<file path="src/rtl/seq_addsub.sv">
// rtl/seq_addsub.sv - serial add/subtract that ripples one SLICE-bit chunk per clock.
// Subtract yields |a-b| with neg set when a<b, via an optional two's-complement second pass.
module seq_addsub #(
    parameter int WIDTH = 16,
    parameter int SLICE = 4
) (
    input  logic             clk,
    input  logic             rst,
    input  logic             in_valid,
    output logic             in_ready,
    input  logic [WIDTH-1:0] a,
    input  logic [WIDTH-1:0] b,
    input  logic             m,
    output logic             out_valid,
    input  logic             out_ready,
    output logic [WIDTH:0]   sum,
    output logic             neg
);

    localparam int N  = WIDTH / SLICE;
    localparam int CW = (N > 1) ? $clog2(N) : 1;

    typedef enum logic [1:0] {IDLE, PASS1, PASS2, DONE} state_t;

    state_t           state_q, state_d;
    logic [CW-1:0]    idx_q, idx_d;
    logic             carry_q, carry_d;
    logic [WIDTH-1:0] a_q, a_d;
    logic [WIDTH-1:0] b_q, b_d;
    logic             m_q, m_d;
    logic [WIDTH-1:0] res_q, res_d;
    logic [WIDTH:0]   sum_q, sum_d;
    logic             neg_q, neg_d;

    logic [SLICE-1:0] a_sl, b_sl, r_sl;
    logic [SLICE:0]   slice_sum;
    logic             c_out;
    logic             last_slice;
    logic [WIDTH-1:0] res_new;

    // Slice selection by compare against constant positions keeps every part-select static.
    always_comb begin
        a_sl    = '0;
        b_sl    = '0;
        r_sl    = '0;
        res_new = res_q;
        for (int k = 0; k < N; k++) begin
            if (idx_q == CW'(k)) begin
                a_sl = a_q[k*SLICE +: SLICE];
                b_sl = b_q[k*SLICE +: SLICE];
                r_sl = res_q[k*SLICE +: SLICE];
            end
        end
        if (state_q == PASS2) begin
            slice_sum = {1'b0, ~r_sl} + {{SLICE{1'b0}}, carry_q};
        end else begin
            slice_sum = {1'b0, a_sl} + {1'b0, b_sl ^ {SLICE{m_q}}} + {{SLICE{1'b0}}, carry_q};
        end
        c_out = slice_sum[SLICE];
        for (int k = 0; k < N; k++) begin
            if (idx_q == CW'(k)) begin
                res_new[k*SLICE +: SLICE] = slice_sum[SLICE-1:0];
            end
        end
        last_slice = (idx_q == CW'(N - 1));
    end

    always_ff @(posedge clk) begin
        if (rst) begin
            state_q <= IDLE;
            idx_q   <= '0;
            carry_q <= 1'b0;
            a_q     <= '0;
            b_q     <= '0;
            m_q     <= 1'b0;
            res_q   <= '0;
            sum_q   <= '0;
            neg_q   <= 1'b0;
        end else begin
            state_q <= state_d;
            idx_q   <= idx_d;
            carry_q <= carry_d;
            a_q     <= a_d;
            b_q     <= b_d;
            m_q     <= m_d;
            res_q   <= res_d;
            sum_q   <= sum_d;
            neg_q   <= neg_d;
        end
    end

    always_comb begin
        state_d = state_q;
        case (state_q)
            IDLE:    if (in_valid) state_d = PASS1;
            PASS1:   if (last_slice) state_d = (!m_q || c_out) ? DONE : PASS2;
            PASS2:   if (last_slice) state_d = DONE;
            DONE:    if (out_ready) state_d = IDLE;
            default: state_d = IDLE;
        endcase
    end

    always_comb begin
        in_ready  = (state_q == IDLE);
        out_valid = (state_q == DONE);
        sum       = sum_q;
        neg       = neg_q;
    end

    // Datapath next state; sum/neg only load on the edge that finishes the last pass.
    always_comb begin
        idx_d   = idx_q;
        carry_d = carry_q;
        a_d     = a_q;
        b_d     = b_q;
        m_d     = m_q;
        res_d   = res_q;
        sum_d   = sum_q;
        neg_d   = neg_q;
        case (state_q)
            IDLE: begin
                if (in_valid) begin
                    a_d     = a;
                    b_d     = b;
                    m_d     = m;
                    idx_d   = '0;
                    carry_d = m;
                end
            end
            PASS1: begin
                res_d   = res_new;
                carry_d = c_out;
                if (last_slice) begin
                    idx_d = '0;
                    if (!m_q || c_out) begin
                        sum_d = {(m_q ? 1'b0 : c_out), res_new};
                        neg_d = 1'b0;
                    end else begin
                        carry_d = 1'b1;
                    end
                end else begin
                    idx_d = idx_q + 1'b1;
                end
            end
            PASS2: begin
                res_d   = res_new;
                carry_d = c_out;
                if (last_slice) begin
                    idx_d = '0;
                    sum_d = {1'b0, res_new};
                    neg_d = 1'b1;
                end else begin
                    idx_d = idx_q + 1'b1;
                end
            end
            default: ;
        endcase
    end

endmodule

</file>
<file path="config.mk">
export PLATFORM = sky130hd
export DESIGN_NAME = seq_addsub
export DESIGN_NICKNAME = d
export VERILOG_FILES = /design/src/rtl/seq_addsub.sv
export SDC_FILE = /design/constraint.sdc
export NUM_CORES = 1
export LEC_CHECK = 0
export BUFFER_PORTS_ARGS = -buffer_cell sky130_fd_sc_hd__buf_2
export CORE_AREA = 2 2 107 83
export CTS_CLUSTER_DIAMETER = 80
export DETAILED_ROUTE_END_ITERATION = 7
export DIE_AREA = 0 0 109 85
export PLACE_DENSITY = 0.71
export SKIP_CTS_REPAIR_TIMING = 1
export SYNTH_ARGS = -nofsm -noshare
export SYNTH_HDL_FRONTEND = slang
export SYNTH_SLANG_ARGS = --single-unit
</file>
<file path="constraint.sdc">
create_clock -name clk -period 10.5 [get_ports clk]
set_input_delay 2.1 -clock clk [delete_from_list [all_inputs] [get_ports clk]]
set_output_delay 2.1 -clock clk [all_outputs]
set_load 0.1 [all_outputs]
</file>
==> out/results.txt, run 1 <==
DP Wirelength: 6218 µm
Vias in the first global route: 2997
Worst-path fanout max: 21
Peak VDD IR: 0.1913 mV
Core Area: 8237 µm²
Yosys warnings: 0
Clk_lat worst skew: 0.37 ns
Max-cap violations: 0
CP startpoint kind: register
WL final: 9031 µm
CTS tree: built
Placer Congestion: 0.8135
Crit path launch: idx_q[0]$_SDFFE_PP0P_
Post-route core utilization: 50.43%
Largest net degree at the start of global routing: 79
Iter 0 DRT Violations: 209
Post-DR vias/cell: 5.366
Clock power share: 23.7%
Initial antenna violation count: 0
Distinct cell type count after synthesis: 42
Routed Antenna Nets: 0
R2R Path Start: idx_q[0]$_SDFFE_PP0P_
Flop pwr share: 32.7%
CP required: 10.80 ns
Syn Inst Count: 460
Avg Inst Size Synth: 7.891 µm²
Final Hold Viols: 0
GRT Overall Usage: 21.08%
Final Max Tran Viols: 0
Final setup fails: 0
Layout cell share with drive strength beyond 1: 17.13%
FILL cells: 799
Clock tree buffer depth: 2
Logic pwr share: 43.6%
NumNets Final: 550
Num CTS Buffers: 9
Slew @ Worst Pin: 1.107 ns
Worst Path Arrival: 4.57 ns
Starting Density: 44.07%
Top-area cell type share of the netlist area: 39.71%
Hold Path Class: reg -> reg
Via count: 3273
Pwr Density: 256.4 nW/µm²
Post-synthesis sequential area ratio: 39.71%
Syn nets: 513
Outcome: finished, final reports clean
Standard-cell rows: 29
IO Pins: 57
WS Path Type: reg -> reg
RR Endpoint: sum[5]$_SDFFE_PP0P_
Synthesis-stage register bit count: 72
Area grow syn2layout: 14.44%
Sum Neg Setup Slack: 0 ns
LEAKAGE: 1.615 nW
Die height: 85 µm
CP endpoint kind: register
# diodes: 0
CTS HTree Levels: 3
Slew HR: 25.99%
Internal: 0.0006073 W
Crit share post-route: 40.68%
Clock sinks: 72
Reg clk slew, reported paths: 0.08 ns
Setup Skew: 0.01251 ns
R2R setup slack: 6.23 ns
Largest area contributor in the netlist: dfxtp_1
R2R depth: 16
NetSw: 0.0004577 W
DR DRC count: 0
DR pass1 iterations: 4
Sw Ratio: 42.98%
Clk root buf: clkbuf_8
Worst Setup EP: sum[5]$_SDFFE_PP0P_
Synth top area cells: dfxtp_1 40%, nand2_1 10%, a21oi_1 9.8%
Mapped cell area: 3630 µm²
RSZ-0062 raised after global routing: no
F_max: 234.1 MHz
Grt total ovfl: 0
Die Wd: 109 µm
Die Footprint: 9265 µm²
Port bufs: 56
Tmin final: 4.272 ns
Average routed wire per standard cell: 14.80 µm
Min-delay src: sum[4]$_SDFFE_PP0P_
First-pass GRT wire length: 15020 µm
==> sequential cells by signal, summed over array words and instances, names as in the netlist <==
name,flops
idx_q,2
a_q,16
neg,1
res_q,16
m_q,1
state_q,2
carry_q,1
b_q,16
sum,17
==> critical path, stage by stage, from the launching register on <==
cell and delay, ns:
dfxtp_1 0.35, inv_1 0.09, ha_1 0.64, nand3b_1 0.14, a21oi_1 0.18, a21oi_1 0.05, o21ai_0 0.20, xnor2_1 0.18
fa_1 0.25, inv_1 0.06, fa_1 0.39, nand2b_1 0.17, a211oi_2 0.34, a311oi_4 0.10, a21oi_1 0.63, o211ai_1 0.22
a21oi_1 0.19
==> power groups by stage <==
stage | clock, W | sequential (W) | combinational [W]
3_3_place_gp | 0 | 0.000351 | 0.000445
5_1_grt | 0.000273 | 0.000353 | 0.000522
3_5_place_dp | 0 | 0.000354 | 0.000459
6_report | 0.000252 | 0.000348 | 0.000465
4_1_cts | 0.000257 | 0.000348 | 0.000463
2_1_floorplan | 0 | 0.000342 | 0.000360
==> final cells by class <==
cell class,instances,area [µm²],area share [%]
Clock buffer,11,151.4,3.645
Multi-Input combinational cell,344,1999,48.13
Clock inverter,5,78.83,1.898
Timing Repair Buffer,60,310.3,7.470
Inverter,10,37.54,0.9036
Sequential cell,72,1441,34.70
Tap cell,108,135.1,3.253
==> cells in the mapped netlist <==
master      n
a31oi_1     1
nor2b_1     3
a2111oi_0   2
nor3_1      1
nor3b_1     4
nand3_1     2
xor2_1      3
buf_6       3
nor2_1     46
mux2i_1     4
a211o_1     4
a211o_2     2
o211ai_1    6
a311o_1     1
a32oi_1     2
a311oi_4    1
clkbuf_1   26
dfxtp_1    72
ha_1       14
inv_1       9
or4b_1      3
o21ai_0    11
or4_1       1
fa_1        2
a21oi_2     1
o311ai_0    2
o21ba_2     1
and2_1      6
xnor2_1     6
buf_2       1
buf_1       4
a21oi_1    71
clkinv_1    1
nand3b_1   12
a21o_1      2
o221a_2     1
a211oi_2    3
a21o_4      1
nand2b_1    6
nand2_1    99
o311ai_1    1
a211oi_1   19
==> placed cells by master, fill, tap and decap left out, drive strengths merged, types with 9 or more instances in the layout <==
master  instances
a21oi          72
dfxtp          72
a211oi         22
o21ai          11
nand3b         12
nor2           46
nand2          99
ha             14
buf            60
inv             9
clkbuf         11
==> worst min path at each step <==
stage,to,slack [ns],depth (start not counted)
after floorplan,a_q[1]$_SDFFE_PP0P_,0.44,2
after global placement,sum[10]$_SDFFE_PP0P_,0.44,2
after detailed placement,sum[0]$_SDFFE_PP0P_,0.44,2
after CTS,sum[4]$_SDFFE_PP0P_,0.45,2
after global routing,sum[6]$_SDFFE_PP0P_,0.47,2
final,sum[4]$_SDFFE_PP0P_,0.45,2
==> metrics by stage <==
step | cells | hold WS, ns | total power, W | setup WS [ns] | area (µm²)
after CTS | 610 | 0.4533 | 0.001068 | 6.297 | 4154
after detailed placement | 594 | 0.4440 | 0.0008126 | 6.320 | 3924
after floorplan | 460 | 0.4364 | 0.0007014 | 6.718 | 3630
after global routing | 610 | 0.4710 | 0.001148 | 5.749 | 4154
final | 610 | 0.4526 | 0.001065 | 6.228 | 4154
after global placement | 594 | 0.4375 | 0.0007958 | 6.482 | 3924
==> logic make-up after synthesis <==
kind of cell | count (synthesis) | share of synthesized area, %
AOI/OAI and AO/OA | 132 | 23.54
xor gates and xnor gates | 9 | 2.172
adders and majority gates | 16 | 5.929
buffers and inverters | 44 | 5.205
DFF | 72 | 39.71
muxes | 4 | 1.103
and+or+nand+nor | 183 | 22.34
==> metal layers <==
| metal | vias up | GRT usage (%) | share of wire, % | wire length [µm] |
|---|---|---|---|---|
| li1 | 1653 | - | - | - |
| met1 | 1510 | 31.66 | 51 | 4626 |
| met2 | 98 | 28.18 | 40 | 3649 |
| met3 | 12 | 7.066 | 7.0 | 634 |
| met4 | 0 | 6.177 | 1.3 | 121 |
| met5 | - | 0 | 0 | 0 |
Power figures use the tool's default switching activity.
==> run 2: changes to the inputs <==
--- a/config.mk
+++ b/config.mk
@@ -5,12 +5,13 @@
 export SDC_FILE = /design/constraint.sdc
 export NUM_CORES = 1
 export LEC_CHECK = 0
+export ABC_AREA = 1
 export BUFFER_PORTS_ARGS = -buffer_cell sky130_fd_sc_hd__buf_2
-export CORE_AREA = 2 2 107 83
+export CORE_AREA = 2 2 109 84
 export CTS_CLUSTER_DIAMETER = 80
 export DETAILED_ROUTE_END_ITERATION = 7
-export DIE_AREA = 0 0 109 85
-export PLACE_DENSITY = 0.71
+export DIE_AREA = 0 0 111 86
+export PLACE_DENSITY = 0.73
 export SKIP_CTS_REPAIR_TIMING = 1
 export SYNTH_ARGS = -nofsm -noshare
 export SYNTH_HDL_FRONTEND = slang
==> constraint.sdc (replaced) <==
create_clock -name clk -period 3.7 [get_ports clk]
set_input_delay 0.74 -clock clk [delete_from_list [all_inputs] [get_ports clk]]
set_output_delay 0.74 -clock clk [all_outputs]
set_load 0.1 [all_outputs]
==> out/results.txt, run 2 <==
Complex-gate fraction of the synthesized area: 21.24%
Syn Inst Count: 529
GR Util met2: 30.67%
Placer Congestion: 0.8885
Most frequent cells in the layout: 81 x nand2_1, 78 x o21ai_0, 78 x nor2_1, 72 x dfxtp_1, 56 x buf_2
Routed Antenna Nets: 0
Peak VDD IR: 0.6453 mV
Layout cell share with drive strength beyond 1: 19.83%
Clk root buf: clkbuf_16
Die Footprint: 9546 µm²
Sum Neg Setup Slack: 0 ns
Port bufs: 56
Non-Filler Instances: 688
Worst hold stages: 2
Syn nets: 582
CTS HTree Levels: 3
DR pass1 iterations: 5
Slew HR: 36.84%
Setup Skew: 0.006624 ns
Max-cap violations: 0
CP endpoint kind: register
Post-synth top cells: 81 x nand2_1, 78 x nor2_1, 78 x o21ai_0
Die height: 86 µm
LEAKAGE: 2.035 nW
First-pass GRT wire length: 15210 µm
Worst-path fanout max: 17
IO Pins: 57
Hold Path End: sum[1]$_SDFFE_PP0P_
Synth Area in XOR/XNOR: 1.171%
Routing usage on met1: 26.57%
GR peak layer: met2
FFs w/ async S/R, synth: 0%
R2R Path Start: idx_q[1]$_SDFFE_PP0P_
Largest family of logic cells by synthesized area: simple AND/OR/NAND/NOR gates
Adder-Cell Fraction of Synth Area: 5.754%
Top-area cell type share of the netlist area: 38.54%
Number of synthesized flops with an enable pin: 0
Synth top area cells: dfxtp_1 39%, o21ai_0 10%, nand2_1 8.1%
Hold Path Class: reg -> reg
CP startpoint kind: register
Primary FF master, synth: dfxtp_1
Distinct cell type count after synthesis: 30
Most common cell after layout, fill and taps aside: nand2_1
Die Wd: 111 µm
Simple-Gate Fraction of Synth Area: 23.85%
Mapped cell area: 3740 µm²
Worst Path Arrival: 3.66 ns
Final Hold Viols: 0
Num CTS Buffers: 9
Starting Density: 44.62%
Via count: 3513
Reg clk slew, reported paths: 0.06 ns
RSZ-0062 raised after global routing: no
Final Max Tran Viols: 0
Dpl cells: 672
Initial antenna violation count: 0
Largest area contributor in the netlist: dfxtp_1
Crit share post-route: 91.51%
Core Area: 8382 µm²
Clock sinks: 72
Most common cell in the netlist: nand2_1
Clk_lat worst skew: 0.34 ns
WS Path Type: reg -> reg
Post-synthesis sequential area ratio: 38.54%
WL final: 9025 µm
Yosys warnings: 0
Vias in the first global route: 3216
Final setup fails: 0
DR DRC count: 0
Avg Inst Size Synth: 7.070 µm²
# diodes: 0
Number of flip-flops in the largest register: 17
NumNets Final: 629
Standard-cell rows: 29
Met3 usage: 5.230%
CP required: 3.98 ns
Synthesis-stage register bit count: 72
Clock tree buffer depth: 2
CTS tree: built
RR Endpoint: sum[7]$_SDFFE_PP0P_
Largest net degree at the start of global routing: 53
R2R depth: 19
Area grow syn2layout: 18.23%
Average routed wire per standard cell: 13.12 µm
GRT Overall Usage: 19.62%
Pwr Density: 891.9 nW/µm²
Iter 0 DRT Violations: 237
Min-delay src: sum[1]$_SDFFE_PP0P_
Slew @ Worst Pin: 0.9464 ns
Post-DR vias/cell: 5.106
R2R setup slack: 0.31 ns
Tmin final: 3.386 ns
Mux contribution to synthesized area: 0%
Outcome: finished, final reports clean
DP Wirelength: 6549 µm
Grt total ovfl: 0
F_max: 295.4 MHz
-- run 2: changes by cell type after synthesis, sizes merged, moves of 6 or more --
cell    before  now
nand2b       6    0
inv          9   55
a211o        6    0
xnor2        6    0
a211oi      22    2
nand3b      12    0
o21ai       11   78
nand2       99   89
or2          0    7
and2         6    0
a21oi       72   58
nand3        2   30
nor2        46   81
-- run 2: report_power, final --
group          switching [W]  internal (W)
sequential          0.000140      0.000981
clock               0.000325      0.000604
combinational        0.00128      0.000608
-- run 2: through the flow --
stage                     area, µm²  hold slack (ns)  power [W]  worst slack [ns]  util, %
final                          4422           0.4591   0.003944            0.3143    52.75
after global routing           4422           0.4879   0.004264           0.06087    52.75
after CTS                      4392           0.4670   0.003924            0.1706    52.40
after detailed placement       4071           0.4581   0.002989            0.1689    48.57
after global placement         4071           0.4574   0.002929            0.4022    48.57
after floorplan                3740           0.4292   0.002566            0.5115        -
-- run 2: cell type report --
type,count,area [µm²]
Sequential cell,72,1441
Multi-Input combinational cell,373,1946
Clock inverter,5,81.33
Fill cell,797,3960
Timing Repair Buffer,65,360.3
Tap cell,108,135.1
Inverter,55,219.0
Clock buffer,10,239.0
-- run 2: per-layer routing --
layer	routed length, µm	up-vias
met2	3841	104
met4	175	0
met3	552	17
met5	0	-
met1	4456	1593
li1	-	1799
-- run 2: worst max-delay path by stage --
stage / cells past startpoint / endpoint / start
6_report: 19 / sum[7]$_SDFFE_PP0P_ / idx_q[1]$_SDFFE_PP0P_
2_1_floorplan: 19 / sum[16]$_SDFFE_PP0P_ / idx_q[0]$_SDFFE_PP0P_
3_5_place_dp: 19 / sum[12]$_SDFFE_PP0P_ / idx_q[1]$_SDFFE_PP0P_
3_3_place_gp: 19 / sum[12]$_SDFFE_PP0P_ / idx_q[1]$_SDFFE_PP0P_
5_1_grt: 16 / sum[13]$_SDFFE_PP0P_ / idx_q[1]$_SDFFE_PP0P_
4_1_cts: 19 / sum[12]$_SDFFE_PP0P_ / idx_q[1]$_SDFFE_PP0P_
-- run 2: kinds of logic (layout without fill, tap and decap cells) --
logic type | Yosys count | after routing
AOI/OAI and AO/OA | 145 | 145
buffers and inverters | 84 | 135
xor gates and xnor gates | 5 | 5
DFF | 72 | 72
adders and majority gates | 16 | 16
and+or+nand+nor | 207 | 207
-- run 2: worst max-delay path: stages, from the launching register on --
cell     delay, ns
dfxtp_1       0.37
inv_1         0.08
ha_1          0.32
nor2_4        0.19
a22oi_1       0.08
nand2_1       0.07
o21ai_0       0.08
a21oi_1       0.17
xor2_1        0.21
fa_1          0.19
inv_1         0.06
fa_1          0.39
o21ai_0       0.27
a21oi_1       0.16
nand3_2       0.13
nand3_4       0.14
buf_12        0.20
nand2_1       0.06
nand2_1       0.06
a21oi_2       0.11
==> run 3: changes to the inputs <==
--- a/config.mk
+++ b/config.mk
@@ -11,7 +11,7 @@
 export CTS_CLUSTER_DIAMETER = 80
 export DETAILED_ROUTE_END_ITERATION = 7
 export DIE_AREA = 0 0 111 86
-export PLACE_DENSITY = 0.73
+export PLACE_DENSITY = 0.67
 export SKIP_CTS_REPAIR_TIMING = 1
 export SYNTH_ARGS = -nofsm -noshare
 export SYNTH_HDL_FRONTEND = slang
==> out/results.txt, run 3 (same netlist as run 2, synthesis figures left out) <==
Logic pwr share: 47.9%
R2R depth: 19
Crit path cell chain: inv_1 -> ha_1 -> nor2_4 -> a22oi_1 -> nand2_1 -> o21ai_0 -> a21oi_1 -> xor2_1 -> fa_1 -> inv_1 -> fa_1 -> o21ai_0 -> a21oi_1 -> nand3_2 -> nand3_4 -> buf_12 -> nand2_1 -> nand2_1 -> a21oi_2
CP max-delay cell: fa_1
WL final: 8808 µm
Routed Antenna Nets: 0
Slew HR: 51.35%
Grt total ovfl: 0
Setup Skew: 0.006593 ns
First-pass GRT wire length: 15700 µm
Starting Density: 44.62%
CTS tree: built
# diodes: 0
RR Endpoint: sum[11]$_SDFFE_PP0P_
Clk_lat worst skew: 0.33 ns
CP required: 3.97 ns
CP endpoint kind: register
CTS HTree Levels: 3
Average routed wire per standard cell: 12.78 µm
Final Max Tran Viols: 0
Standard-cell rows: 29
NetSw: 0.001724 W
Layout cell share with drive strength beyond 1: 19.97%
Largest net degree at the start of global routing: 53
Internal: 0.002195 W
WS Path Type: reg -> reg
Hold Path End: sum[1]$_SDFFE_PP0P_
Final Hold Viols: 0
Clock tree buffer depth: 2
Sw Ratio: 43.99%
Post-DR vias/cell: 4.962
Max-cap violations: 0
Core Area: 8382 µm²
Outcome: finished, final reports clean
Die Wd: 111 µm
Via count: 3419
Dpl cells: 673
Clock sinks: 72
Clk root buf: clkbuf_16
CP most frequent cell: nand2_1
Number of flip-flops in the largest register: 17
Hold slack final: 0.4594 ns
RSZ-0062 raised after global routing: no
CP startpoint kind: register
Reg clk slew, reported paths: 0.06 ns
Vias in the first global route: 3329
Port bufs: 56
F_max: 309.2 MHz
FILL cells: 816
DP Wirelength: 6467 µm
Min-delay src: sum[1]$_SDFFE_PP0P_
Initial antenna violation count: 0
Sum Neg Setup Slack: 0 ns
Worst Path Arrival: 3.50 ns
Design Area, Final: 4429 µm²
DR DRC count: 0
Hold Path Class: reg -> reg
Worst hold stages: 2
IO Pins: 57
Most frequent cells in the layout: 81 x nand2_1, 78 x o21ai_0, 78 x nor2_1, 72 x dfxtp_1, 56 x buf_2
Non-Filler Instances: 689
LEAKAGE: 2.040 nW
R2R setup slack: 0.47 ns
Placer Congestion: 0.8851
Area grow syn2layout: 18.43%
Placed instance area: 4079 µm²
Flop pwr share: 28.4%
Num CTS Buffers: 9
Pwr Density: 884.8 nW/µm²
Multi-input gate area: 1946 µm²
Die height: 86 µm
Clock power share: 23.7%
Iter 0 DRT Violations: 206
Worst-path fanout max: 18
Reg area: 1441 µm²
GRT Overall Usage: 20.05%
NumNets Final: 630
Most common cell after layout, fill and taps aside: nand2_1
Final setup fails: 0
Die Footprint: 9546 µm²
R2R Path Start: idx_q[1]$_SDFFE_PP0P_
DR pass1 iterations: 4
Peak VDD IR: 0.6209 mV
Slowest stage delay, CP: 0.39 ns
Slew @ Worst Pin: 0.7289 ns
Tmin final: 3.234 ns
Crit share post-route: 87.42%
==> run 3: cell types whose count changed in the layout (fill, tap and decap cells not counted), sizes merged <==
cell / delta
buf: +1
==> run 3: metrics by stage <==
stage	setup slack (ns)	total power, W	utilization [%]
after floorplan	0.5115	0.002566	-
after detailed placement	0.2657	0.002985	48.66
final	0.4656	0.003919	52.84
after global routing	0.1019	0.004292	52.84
after global placement	0.4236	0.002953	48.66
after CTS	0.2542	0.003927	52.49
==> run 3: worst max-delay path by stage <==
stage          slack [ns]              endpoint  cells past startpoint             startpoint
5_1_grt              0.10   sum[7]$_SDFFE_PP0P_                     19  idx_q[1]$_SDFFE_PP0P_
6_report             0.47  sum[11]$_SDFFE_PP0P_                     19  idx_q[1]$_SDFFE_PP0P_
3_5_place_dp         0.27   sum[4]$_SDFFE_PP0P_                     19  idx_q[1]$_SDFFE_PP0P_
3_3_place_gp         0.42   sum[8]$_SDFFE_PP0P_                     19  idx_q[1]$_SDFFE_PP0P_
4_1_cts              0.25   sum[4]$_SDFFE_PP0P_                     19  idx_q[1]$_SDFFE_PP0P_
2_1_floorplan        0.51  sum[16]$_SDFFE_PP0P_                     19  idx_q[0]$_SDFFE_PP0P_
==> run 3: critical path, delay by kind of cell (launching register included) <==
| kind | cells | cell delay (ns) |
|---|---|---|
| buffers and inverters | 3 | 0.32 |
| and+or+nand+nor | 6 | 0.61 |
| adders and majority gates | 3 | 0.87 |
| xor gates and xnor gates | 1 | 0.19 |
| AOI/OAI and AO/OA | 6 | 0.80 |
| DFF | 1 | 0.38 |
==> run 3: per-layer routing <==
metal,vias up,wire (µm),GRT usage (%)
li1,1802,-,-
met1,1530,4482,27.43
met2,81,3789,31.96
met3,6,450,4.311
met4,0,85,6.250
met5,-,0,0
==> run 3: power groups by stage <==
stage	combinational, W	sequential (W)	clock, W
finish	0.00188	0.00111	0.000927
global route	0.00217	0.00114	0.000981
CTS	0.00187	0.00111	0.000946
detailed placement	0.00186	0.00113	0
global placement	0.00183	0.00113	0
floorplan	0.00147	0.00110	0
==> run 3: cell type report <==
class / instances / share of cell area (%)
multi-input cells: 373 / 43.93
flip-flops and latches: 72 / 32.54
repair buffers: 66 / 8.305
clock buffers: 10 / 5.395
inverters: 55 / 4.944
well taps: 108 / 3.051
clock inverters: 5 / 1.836
